--- src/rtl/tuss_echo_timer.sv ---
// Ultrasonic time-of-flight timer for a TUSS transducer driver.
// It drives the burst, blanks the ring-down, then timestamps the first echo edge or times out.
module tuss_echo_timer #(
    parameter int BURST_CYC   = 200,
    parameter int BLANK_CYC   = 5000,
    parameter int TIMEOUT_CYC = 1000000,
    parameter int HOLDOFF_CYC = 100000
) (
    input  logic        gclk,
    input  logic        rst,
    input  logic        tuss_ready,
    input  logic        trigger,
    input  logic        echo_n,
    output logic        burst_en,
    output logic        busy,
    output logic [23:0] tof,
    output logic        tof_valid,
    output logic        timeout
);

    localparam logic [23:0] LP_BURST_LAST   = 24'(BURST_CYC - 1);
    localparam logic [23:0] LP_BLANK_LAST   = 24'(BURST_CYC + BLANK_CYC - 1);
    localparam logic [23:0] LP_TIMEOUT_LAST = 24'(TIMEOUT_CYC - 1);
    localparam logic [23:0] LP_TIMEOUT_VAL  = 24'(TIMEOUT_CYC);
    localparam logic [23:0] LP_HOLD_LAST    = 24'(HOLDOFF_CYC - 1);

    typedef enum logic [2:0] {
        S_IDLE,
        S_BURST,
        S_BLANK,
        S_LISTEN,
        S_HOLDOFF
    } state_t;

    state_t      r_state;
    state_t      w_next;
    logic        r_sync1;
    logic        r_sync2;
    logic        r_sync2_d;
    logic [23:0] r_elapsed;
    logic [23:0] r_hold_cnt;
    logic        r_burst_en;
    logic        r_busy;
    logic [23:0] r_tof;
    logic        r_tof_valid;
    logic        r_timeout;
    logic        w_echo;
    logic        w_done;
    logic        w_active;
    logic        w_next_active;

    // Idle-high comparator, so the flops reset high to avoid a false edge after reset.
    always_ff @(posedge gclk or posedge rst) begin
        if (rst) begin
            r_sync1   <= 1'b1;
            r_sync2   <= 1'b1;
            r_sync2_d <= 1'b1;
        end else begin
            r_sync1   <= echo_n;
            r_sync2   <= r_sync1;
            r_sync2_d <= r_sync2;
        end
    end

    assign w_echo = r_sync2_d & ~r_sync2;

    always_ff @(posedge gclk or posedge rst) begin
        if (rst) begin
            r_state <= S_IDLE;
        end else begin
            r_state <= w_next;
        end
    end

    always_comb begin
        w_next = r_state;
        w_done = 1'b0;
        case (r_state)
            S_IDLE: begin
                if (trigger && tuss_ready) begin
                    w_next = S_BURST;
                end
            end
            S_BURST: begin
                if (!tuss_ready) begin
                    w_next = S_IDLE;
                end else if (r_elapsed == LP_BURST_LAST) begin
                    w_next = S_BLANK;
                end
            end
            S_BLANK: begin
                if (!tuss_ready) begin
                    w_next = S_IDLE;
                end else if (r_elapsed == LP_BLANK_LAST) begin
                    w_next = S_LISTEN;
                end
            end
            S_LISTEN: begin
                // A lost configuration aborts silently, even if an echo arrives in the same cycle.
                if (!tuss_ready) begin
                    w_next = S_IDLE;
                end else if (w_echo || (r_elapsed == LP_TIMEOUT_LAST)) begin
                    w_done = 1'b1;
                    w_next = S_HOLDOFF;
                end
            end
            S_HOLDOFF: begin
                if (r_hold_cnt == LP_HOLD_LAST) begin
                    w_next = S_IDLE;
                end
            end
            default: begin
                w_next = S_IDLE;
            end
        endcase
    end

    assign w_active      = (r_state == S_BURST) || (r_state == S_BLANK) || (r_state == S_LISTEN);
    assign w_next_active = (w_next == S_BURST) || (w_next == S_BLANK) || (w_next == S_LISTEN);

    always_ff @(posedge gclk or posedge rst) begin
        if (rst) begin
            r_elapsed  <= '0;
            r_hold_cnt <= '0;
        end else begin
            r_elapsed  <= (w_active && w_next_active) ? r_elapsed + 24'd1 : '0;
            r_hold_cnt <= ((r_state == S_HOLDOFF) && (w_next == S_HOLDOFF)) ? r_hold_cnt + 24'd1 : '0;
        end
    end

    // Outputs follow the next state, so they line up with the state they describe.
    always_ff @(posedge gclk or posedge rst) begin
        if (rst) begin
            r_burst_en  <= 1'b0;
            r_busy      <= 1'b0;
            r_tof       <= '0;
            r_tof_valid <= 1'b0;
            r_timeout   <= 1'b0;
        end else begin
            r_burst_en  <= (w_next == S_BURST);
            r_busy      <= (w_next != S_IDLE);
            r_tof_valid <= w_done;
            if (w_done) begin
                r_tof     <= w_echo ? r_elapsed : LP_TIMEOUT_VAL;
                r_timeout <= ~w_echo;
            end
        end
    end

    assign burst_en  = r_burst_en;
    assign busy      = r_busy;
    assign tof       = r_tof;
    assign tof_valid = r_tof_valid;
    assign timeout   = r_timeout;

endmodule

--- config.mk ---
export PLATFORM = sky130hd
export DESIGN_NAME = tuss_echo_timer
export DESIGN_NICKNAME = d
export VERILOG_FILES = /design/src/rtl/tuss_echo_timer.sv
export SDC_FILE = /design/constraint.sdc
export NUM_CORES = 1
export LEC_CHECK = 0
export CAP_MARGIN = 25
export CORE_ASPECT_RATIO = 0.9
export CORE_MARGIN = 2
export CORE_UTILIZATION = 62
export CTS_CLUSTER_DIAMETER = 150
export DETAILED_ROUTE_END_ITERATION = 7
export HOLD_SLACK_MARGIN = 0.05
export PLACE_DENSITY = 0.85
export SLEW_MARGIN = 20
export SYNTH_ARGS = -nofsm -noshare
export SYNTH_HDL_FRONTEND = slang
export SYNTH_SLANG_ARGS = --single-unit
--- constraint.sdc ---
create_clock -name gclk -period 4.22 [get_ports gclk]
set_input_delay 0.844 -clock gclk [delete_from_list [all_inputs] [get_ports gclk]]
set_output_delay 0.844 -clock gclk [all_outputs]
set_load 0.01 [all_outputs]
==> results of run 1 <==
## cell usage after synthesis, drive strengths merged
cell     instances  area, um^2
nand4b           2       17.52
and3             6       37.54
nor2            62       242.7
nand3           20       100.1
o21ai            5       28.78
clkinv           1       5.000
buf             11       86.33
inv             10       37.54
nand2           16       60.06
and2             5       31.28
nor3b            1       7.510
nand4           10       68.81
nor2b            2       15.02
dfstp            3       78.83
a32o             1       10.01
xor2            25       219.0
ha               2       25.02
o211ai           2       20.02
or2              2       12.51
nor4            11       68.82
dfrtp           79        1977
or4b             1       10.01
nor4b            1       8.760
nor3             9       50.05
and4             8       70.07
clkbuf           6       32.53
xnor2           19       166.4
nand2b           4       25.02
a31o             1       17.52
nor4bb           2       20.02
o22a             7       61.31
and4b            2       20.02
a22o            17       148.9
a2111oi          1       8.760
## state kept, by name (all words and copies together), names as in the netlist
name,flops
timeout,1
tof,24
r_sync1,1
burst_en,1
r_elapsed,24
tof_valid,1
r_sync2,1
r_hold_cnt,24
r_sync2_d,1
busy,1
r_state,3
## worst max path at each step
stage,from,to,slack (ps),depth (start not counted)
final,tuss_ready,busy$_DFF_PP0_,1720,8
after global routing,tuss_ready,busy$_DFF_PP0_,1600,8
after CTS,tuss_ready,busy$_DFF_PP0_,1760,8
after detailed placement,tuss_ready,busy$_DFF_PP0_,1400,8
after global placement,tuss_ready,busy$_DFF_PP0_,1460,8
after floorplan,rst,burst_en$_DFF_PP0_,1270,1
## power breakdown
group	internal (mW)	leakage [nW]	switching [mW]
combinational	0.0365	0.594	0.0720
clock	0.305	0.0986	0.270
sequential	0.804	1.13	0.0188
total	1.15	1.82	0.361
## worst max-delay path, cell delays in order
cell and delay, ps:
sky130_fd_sc_hd__clkdlybuf4s50_1 440, sky130_fd_sc_hd__nand4b_1 230, sky130_fd_sc_hd__nor2_2 50, sky130_fd_sc_hd__buf_4 210, sky130_fd_sc_hd__nor2_4 410, sky130_fd_sc_hd__clkinv_2 260
sky130_fd_sc_hd__nor2b_2 210, sky130_fd_sc_hd__o211ai_2 80
## metal layers
layer	vias up	share of wire (%)	track usage, %
li1	1297	-	-
met1	1327	50	38.81
met2	84	43	33.62
met3	9	5.2	7.150
met4	0	1.4	7.500
met5	-	0	0
## per-stage QoR
stage	util, %	setup slack, ps	std cells
6_report	71.87	1719	460
5_1_grt	71.87	1601	460
4_1_cts	71.87	1761	460
3_5_place_dp	68.46	1397	444
3_3_place_gp	68.12	1457	443
2_1_floorplan	-	1273	354
## logic make-up after synthesis
kind of cell / share of synthesized area, %
AOI/OAI and AO/OA: 7.794
xor gates and xnor gates: 10.17
adders and majority gates: 0.6604
buffers and inverters: 4.260
DFF: 54.26
and+or+nand+nor: 22.85
## cell type report
cell class                      instances  share of cell area, %
Tap cell                               72                  2.085
Sequential cell                        82                  47.57
Inverter                               11                  1.013
Multi-Input combinational cell        244                  36.36
Clock inverter                          4                  1.158
Timing Repair Buffer                   35                  8.222
Clock buffer                           12                  3.590
==> reports/summary.json, run 1 <==
{
  "antenna_found_initial": 0,
  "drt_pre_antenna_iters": 6,
  "cts_htree_levels": 3,
  "vias_in_the_first_global_route": 2567,
  "clock_sink_count": 82,
  "die-width_um": 86.40,
  "finalClockSkew_ps": 9.790,
  "number_of_library_cell_types_mapped_by_synthesis": 43,
  "ys_warn_count": 0,
  "status": "completed",
  "syn_inst": 354,
  "ff_latch_area_mm2": 0.002056,
  "layout_commonest_cell": "sky130_fd_sc_hd__dfrtp_1",
  "detail_route.iter0.violations": 224,
  "seq_area_frac_synth_pct": 54.26,
  "critical_path.startpoint_type": "input port",
  "rows": 27,
  "timing.critical_path.arrival_ps": 2730,
  "timing.critical_path.required_ps": 4450,
  "area_after_dpl_mm2": 0.004116,
  "num_vias": 2717,
  "area.growth.synth_to_final_pct": 14.07,
  "slew_viol_final": 0,
  "syn_nets": 361,
  "final_antenna_net_count": 0,
  "cts_post_setup_buffers_inserted": 0,
  "crit-reg2reg-capture": "busy$_DFF_PP0_",
  "ys_ff_latch": 82,
  "core-area_mm2": 0.006013,
  "crit_type": "in -> reg",
  "timing.fmax_mhz": 399.8,
  "summed_area_of_non_filler_cells_in_the_final_layout_mm2": 0.004322,
  "viasPerCell": 5.907,
  "num_antenna_cells": 0,
  "number_of_buffers_on_the_longest_clock_path": 2,
  "clock_tree_from_tritoncts": "done",
  "fp.dieArea_mm2": 0.006753,
  "report.final.setup_viol": 0,
  "fin_worst_hold_slack_ps": 361.9,
  "grtUsageTotal_pct": 24.83,
  "finalCritPeriodShare_pct": 59.27,
  "cts_hold_repair.buffers": 0,
  "cap_viol_max_count": 0,
  "cts_repair_resize_count": 0,
  "drc": 0,
  "layout-drive-gt1-share_pct": 8.763,
  "detailed_place_hpwl_um": 5155,
  "holdPathEnd": "r_sync2$_DFF_PP1_",
  "worst_slew_pin_slew_ps": 903.5,
  "r2r_cells": 8,
  "wl_per_cell_um": 16.29,
  "io_pins": 33,
  "fin_total_pwr_mw": 1.506,
  "peakVddDrop_v": 0.0002493,
  "fin_nets": 390,
  "type_of_destination_of_the_critical_path": "flip-flop",
  "path_clk_slew_ps": 80,
  "r2r_start": "r_elapsed[0]$_DFF_PP0_",
  "power.density_mw_per_mm2": 348.6,
  "hold_class": "reg -> reg",
  "final_period_minus_worst_setup_slack_ps": 2501,
  "hp-start": "r_sync1$_DFF_PP1_",
  "r2r_slack_ps": 1970,
  "slew-limit-headroom_pct": 39.76,
  "syn-cell-area_mm2": 0.003789,
  "synthesis.area_per_instance_um2": 10.70,
  "fill_cell_instance_count_of_the_final_layout": 452,
  "gp_routability_congestion": 0.8547,
  "post_route_setup_tns_ps": 0,
  "rsz0062_at_grt": "false",
  "cts-buffers-inserted": 9,
  "multiInputGateArea_mm2": 0.001572,
  "final_hold_violations": 0,
  "pin_count_of_the_biggest_net_entering_global_routing": 39,
  "cts.root.buffer_cell": "sky130_fd_sc_hd__clkbuf_8",
  "worstSkewPairLatency_ps": 350,
  "wire_length_of_the_first_global_routing_pass_um": 12810,
  "initial_utilization_pct": 63.00,
  "global_route.overflow_total": 0,
  "buffer_ports.inserted": 32,
  "cellLeakagePower_nw": 1.824,
  "postRouteWirelength_um": 7492,
  "worst_hold_path.num_cells": 0,
  "final_cell_mix": "sky130_fd_sc_hd__dfrtp_1, sky130_fd_sc_hd__nor2_1, sky130_fd_sc_hd__clkdlybuf4s50_1",
  "path_max_fanout": 19,
  "die_y_um": 78.16
}
No activity file was read; power rests on OpenSTA's default activity.
==> run 2, diff against run 1 <==
--- a/config.mk
+++ b/config.mk
@@ -8,11 +8,11 @@
 export CAP_MARGIN = 25
 export CORE_ASPECT_RATIO = 0.9
 export CORE_MARGIN = 2
-export CORE_UTILIZATION = 62
+export CORE_UTILIZATION = 57
 export CTS_CLUSTER_DIAMETER = 150
 export DETAILED_ROUTE_END_ITERATION = 7
 export HOLD_SLACK_MARGIN = 0.05
-export PLACE_DENSITY = 0.85
+export PLACE_DENSITY = 0.79
 export SLEW_MARGIN = 20
 export SYNTH_ARGS = -nofsm -noshare
 export SYNTH_HDL_FRONTEND = slang
==> constraint.sdc (replaced) <==
create_clock -name gclk -period 2.51 [get_ports gclk]
set_input_delay 0.502 -clock gclk [delete_from_list [all_inputs] [get_ports gclk]]
set_output_delay 0.502 -clock gclk [all_outputs]
set_load 0.01 [all_outputs]
==> reports/summary.json, run 2 (synthesized netlist as in run 1, its figures left out) <==
{
  "status": "completed",
  "fp.dieArea_mm2": 0.007316,
  "die_y_um": 81.35,
  "core-area_mm2": 0.006516,
  "layout_commonest_cell": "sky130_fd_sc_hd__dfrtp_1",
  "global_route.usage.met3_pct": 5.195,
  "fin_total_pwr_mw": 2.546,
  "cts-buffers-inserted": 9,
  "cts_repair_resize_count": 0,
  "crit-reg2reg-capture": "busy$_DFF_PP0_",
  "num_antenna_cells": 0,
  "placed_cells": 464,
  "hp-start": "r_sync1$_DFF_PP1_",
  "cts_hold_repair.buffers": 0,
  "timing.critical_path.required_ps": 2740,
  "drc": 0,
  "stdcell_count": 480,
  "crit_type": "reg -> reg",
  "globalRouteMet1Util_pct": 34.43,
  "final_cell_mix": "sky130_fd_sc_hd__dfrtp_1, sky130_fd_sc_hd__nor2_1, sky130_fd_sc_hd__clkdlybuf4s50_1",
  "worst_hold_path.num_cells": 0,
  "wl_per_cell_um": 16.04,
  "timing.fmax_mhz": 435.7,
  "cellLeakagePower_nw": 1.831,
  "antenna_found_initial": 0,
  "path_max_fanout": 18,
  "die-width_um": 89.94,
  "critical_path.startpoint_type": "flip-flop",
  "finalClockSkew_ps": 9.365,
  "number_of_buffers_on_the_longest_clock_path": 2,
  "detailed_place_hpwl_um": 5304,
  "detail_route.iter0.violations": 270,
  "cts.root.buffer_cell": "sky130_fd_sc_hd__clkbuf_8",
  "grtUsageTotal_pct": 23.53,
  "buffer_ports.inserted": 32,
  "timing.critical_path.arrival_ps": 2520,
  "clock_tree_from_tritoncts": "done",
  "io_pins": 33,
  "worstSkewPairLatency_ps": 350,
  "power.density_mw_per_mm2": 582.2,
  "cts_htree_levels": 3,
  "worst_slew_pin_slew_ps": 467.1,
  "global_route.overflow_total": 0,
  "initial_utilization_pct": 58.14,
  "rsz0062_at_grt": "false",
  "crit_slowest_cell": "sky130_fd_sc_hd__dfrtp_1",
  "r2r_cells": 8,
  "post_route_setup_tns_ps": 0,
  "cts_post_setup_buffers_inserted": 0,
  "holdPathEnd": "r_sync2$_DFF_PP1_",
  "fin_nets": 392,
  "slew-limit-headroom_pct": 68.05,
  "final_hold_violations": 0,
  "clock_sink_count": 82,
  "wire_length_of_the_first_global_routing_pass_um": 13370,
  "postRouteWirelength_um": 7700,
  "grt_util_met2_pct": 35.00,
  "finalCoreUtilization_pct": 67.11,
  "final_period_minus_worst_setup_slack_ps": 2295,
  "area.growth.synth_to_final_pct": 15.42,
  "report.final.setup_viol": 0,
  "rows": 28,
  "vias_in_the_first_global_route": 2656,
  "cap_viol_max_count": 0,
  "slew_viol_final": 0,
  "r2r_slack_ps": 210,
  "final_antenna_net_count": 0,
  "viasPerCell": 5.725,
  "type_of_destination_of_the_critical_path": "flip-flop",
  "path_buf_inv": 1,
  "hold_class": "reg -> reg",
  "area_after_dpl_mm2": 0.004169,
  "pin_count_of_the_biggest_net_entering_global_routing": 29,
  "grt.busiest_layer": "met2",
  "path_clk_slew_ps": 80,
  "r2r_start": "r_elapsed[0]$_DFF_PP0_",
  "gp_routability_congestion": 0.8871,
  "summed_area_of_non_filler_cells_in_the_final_layout_mm2": 0.004373,
  "cp_cell_sequence": "ha_1 > and2_1 > nand4_1 > nor3_2 > nor2_4 > clkinv_2 > nor2b_2 > o211ai_2",
  "layout-drive-gt1-share_pct": 9.231,
  "path_delay_family": "simple AND/OR/NAND/NOR gates",
  "worst_path_largest_cell_delay_ps": 450,
  "num_vias": 2748,
  "drt_pre_antenna_iters": 5,
  "peakVddDrop_v": 0.0004566,
  "finalCritPeriodShare_pct": 91.45
}
[run 2: cell types whose count changed in the layout (fill, tap and decap cells not counted), sizes merged]
cell	before	now
clkbuf	12	11
clkinv	3	2
buf	3	5
inv	9	10
clkinvlp	2	3
[run 2: worst max path at each step]
stage	to	startpoint	slack, ps	cells after the start
floorplan	r_state[0]$_DFF_PP0_	r_elapsed[0]$_DFF_PP0_	710	5
global placement	busy$_DFF_PP0_	tuss_ready	210	7
detailed placement	busy$_DFF_PP0_	tuss_ready	100	7
CTS	busy$_DFF_PP0_	r_elapsed[0]$_DFF_PP0_	220	8
global route	busy$_DFF_PP0_	r_elapsed[0]$_DFF_PP0_	60	8
finish	busy$_DFF_PP0_	r_elapsed[0]$_DFF_PP0_	210	8
[run 2: power breakdown]
group          leakage [nW]  switching [mW]  internal [mW]
registers              1.13          0.0325           1.35
clock network        0.0962           0.473          0.492
logic                 0.604           0.127         0.0702
[run 2: per-stage QoR]
stage | setup WS [ps] | hold WS (ps)
2_1_floorplan | 712.5 | 345.2
3_5_place_dp | 101.6 | 347.8
4_1_cts | 216.2 | 359.4
6_report | 214.7 | 358.7
3_3_place_gp | 211.7 | 347.6
5_1_grt | 60.92 | 361.3
[run 2: layout make-up]
| type | count | area, um^2 |
|---|---|---|
| repair buffers | 37 | 382.9 |
| flip-flops and latches | 82 | 2056 |
| multi-input cells | 244 | 1572 |
| clock buffers | 11 | 141.4 |
| fillers | 518 | 2143 |
| clock inverters | 5 | 62.56 |
| inverters | 11 | 46.29 |
| well taps | 90 | 112.6 |
[run 2: layer usage]
metal	up-vias	routed length, um
met2	87	3469
met4	0	96
met3	8	466
li1	1295	-
met1	1358	3668
met5	-	0
==> edit, RTL diff (config.mk and constraints of run 2) <==
Re-encode `state_t` (5 states) as one-hot, 5 bits wide.
--- a/src/rtl/tuss_echo_timer.sv
+++ b/src/rtl/tuss_echo_timer.sv
@@ -24,12 +24,12 @@
     localparam logic [23:0] LP_TIMEOUT_VAL  = 24'(TIMEOUT_CYC);
     localparam logic [23:0] LP_HOLD_LAST    = 24'(HOLDOFF_CYC - 1);
 
-    typedef enum logic [2:0] {
-        S_IDLE,
-        S_BURST,
-        S_BLANK,
-        S_LISTEN,
-        S_HOLDOFF
+    typedef enum logic [4:0] {
+        S_IDLE    = 5'b00001,
+        S_BURST   = 5'b00010,
+        S_BLANK   = 5'b00100,
+        S_LISTEN  = 5'b01000,
+        S_HOLDOFF = 5'b10000
     } state_t;
 
     state_t      r_state;
Formal check against the unedited RTL: no difference found for any inputs over 10 cycles, from zero or initial values and one cycle with rst high; not proved beyond that.
==> edit against run 2 <==
Area after synthesis rose by 3.2%. Final area grew 5.5%. Global-route usage shrank 0.50 points. Wire length up 4.8%. Worst setup slack lost 35 ps. Sequential cell count rose by 2.
Power is not compared: it rests on default switching activity, and its combinational part moved more than twofold at a synthesized area within 25%.
==> edit: results (changes against run 2) <==
{| class="wikitable"
! Metric !! Value
|-
| Detailed-router iteration count before antenna repair || 4 (-1)
|-
| Cell area after placement || 0.00440 mm^2 (+5.6%)
|-
| Synth top area cells || dfrtp_1, xor2_1, nor2_1
|-
| NumNets Final || 419 (+6.9%)
|-
| Hold WS || 363 ps (+4.62 ps)
|-
| Post-synthesis cell type count || 52 (+21%)
|-
| Ratio of cells with drive above 1 in the final layout || 12.2% (+3.0 points)
|-
| Launching element of the worst setup path || r_elapsed[11]
|-
| Critical Path Fanout Max || 10 (-8)
|-
| Crit path DAT || 2570 ps (+50 ps)
|-
| Pin count of the biggest net entering global routing || 72 (+150%)
|-
| Number of global-route vias before repair || 2715 (+2.2%)
|-
| Clock skew after layout || 10.0 ps (+0.683 ps)
|-
| Post-synthesis instance total || 370 (+4.5%)
|-
| M2 GR Usage || 34.1% (-0.93 points)
|-
| Status || finished, final reports clean
|-
| DP Cell Count || 491 (+5.8%)
|-
| Routing usage on met3 || 6.26% (+1.1 points)
|-
| Number of design-rule violations left by the first detailed-router iteration || 165 (-39%)
|-
| Worst setup slack for register-to-register paths || 180 ps (-30 ps)
|-
| Setup slack at placement || -15.6 ps (-117 ps)
|-
| Sequential share of the synthesized area || 53.9% (-0.35 points)
|-
| Placer congestion estimate || 0.899 (+1.3%)
|-
| List of most frequent post-synthesis cells || dfrtp_1, nor2_1, xor2_1
|-
| Post-Synthesis Net Count || 377 (+4.4%)
|-
| Fin crit period || 2330 ps (+34.8 ps)
|-
| M1 GR Usage || 34.2% (-0.23 points)
|-
| Critical Path Slowest Stage Cell || or4_1
|}
-- edit: cell types whose count changed in the layout (fill, tap and decap cells not counted), moves of 5 or more --
cell,change
buf_4,+11
a21oi_1,+5
nand4_1,+6
a22o_1,-8
or3_1,+5
a22o_2,+8
nor2_1,-9
-- edit: cells by family after synthesis --
| logic type | Yosys count | share of synthesized area [%] |
|---|---|---|
| XOR/XNOR | 42 | 9.41 |
| buffers and inverters | 25 | 2.98 |
| AND/OR/NAND/NOR | 166 | 22.5 |
| adder cells (fa/ha/maj) | 2 | 0.640 |
| flip-flops | 84 | 53.9 |
| AO/OA/AOI/OAI | 51 | 10.5 |
-- edit: layer usage --
metal / routed length, um / vias to the layer above
li1: - / 1409
met1: 3980 / 1442
met2: 3610 / 73
met3: 407 / 8
met4: 78 / 0
met5: 0 / -
-- edit: cell type report --
class,instances,area (um^2)
fillers,469,2010
repair buffers,48,465
clock inverters,6,71.3
multi-input cells,261,1690
inverters,8,33.8
flip-flops and latches,84,2110
well taps,90,113
clock buffers,10,138
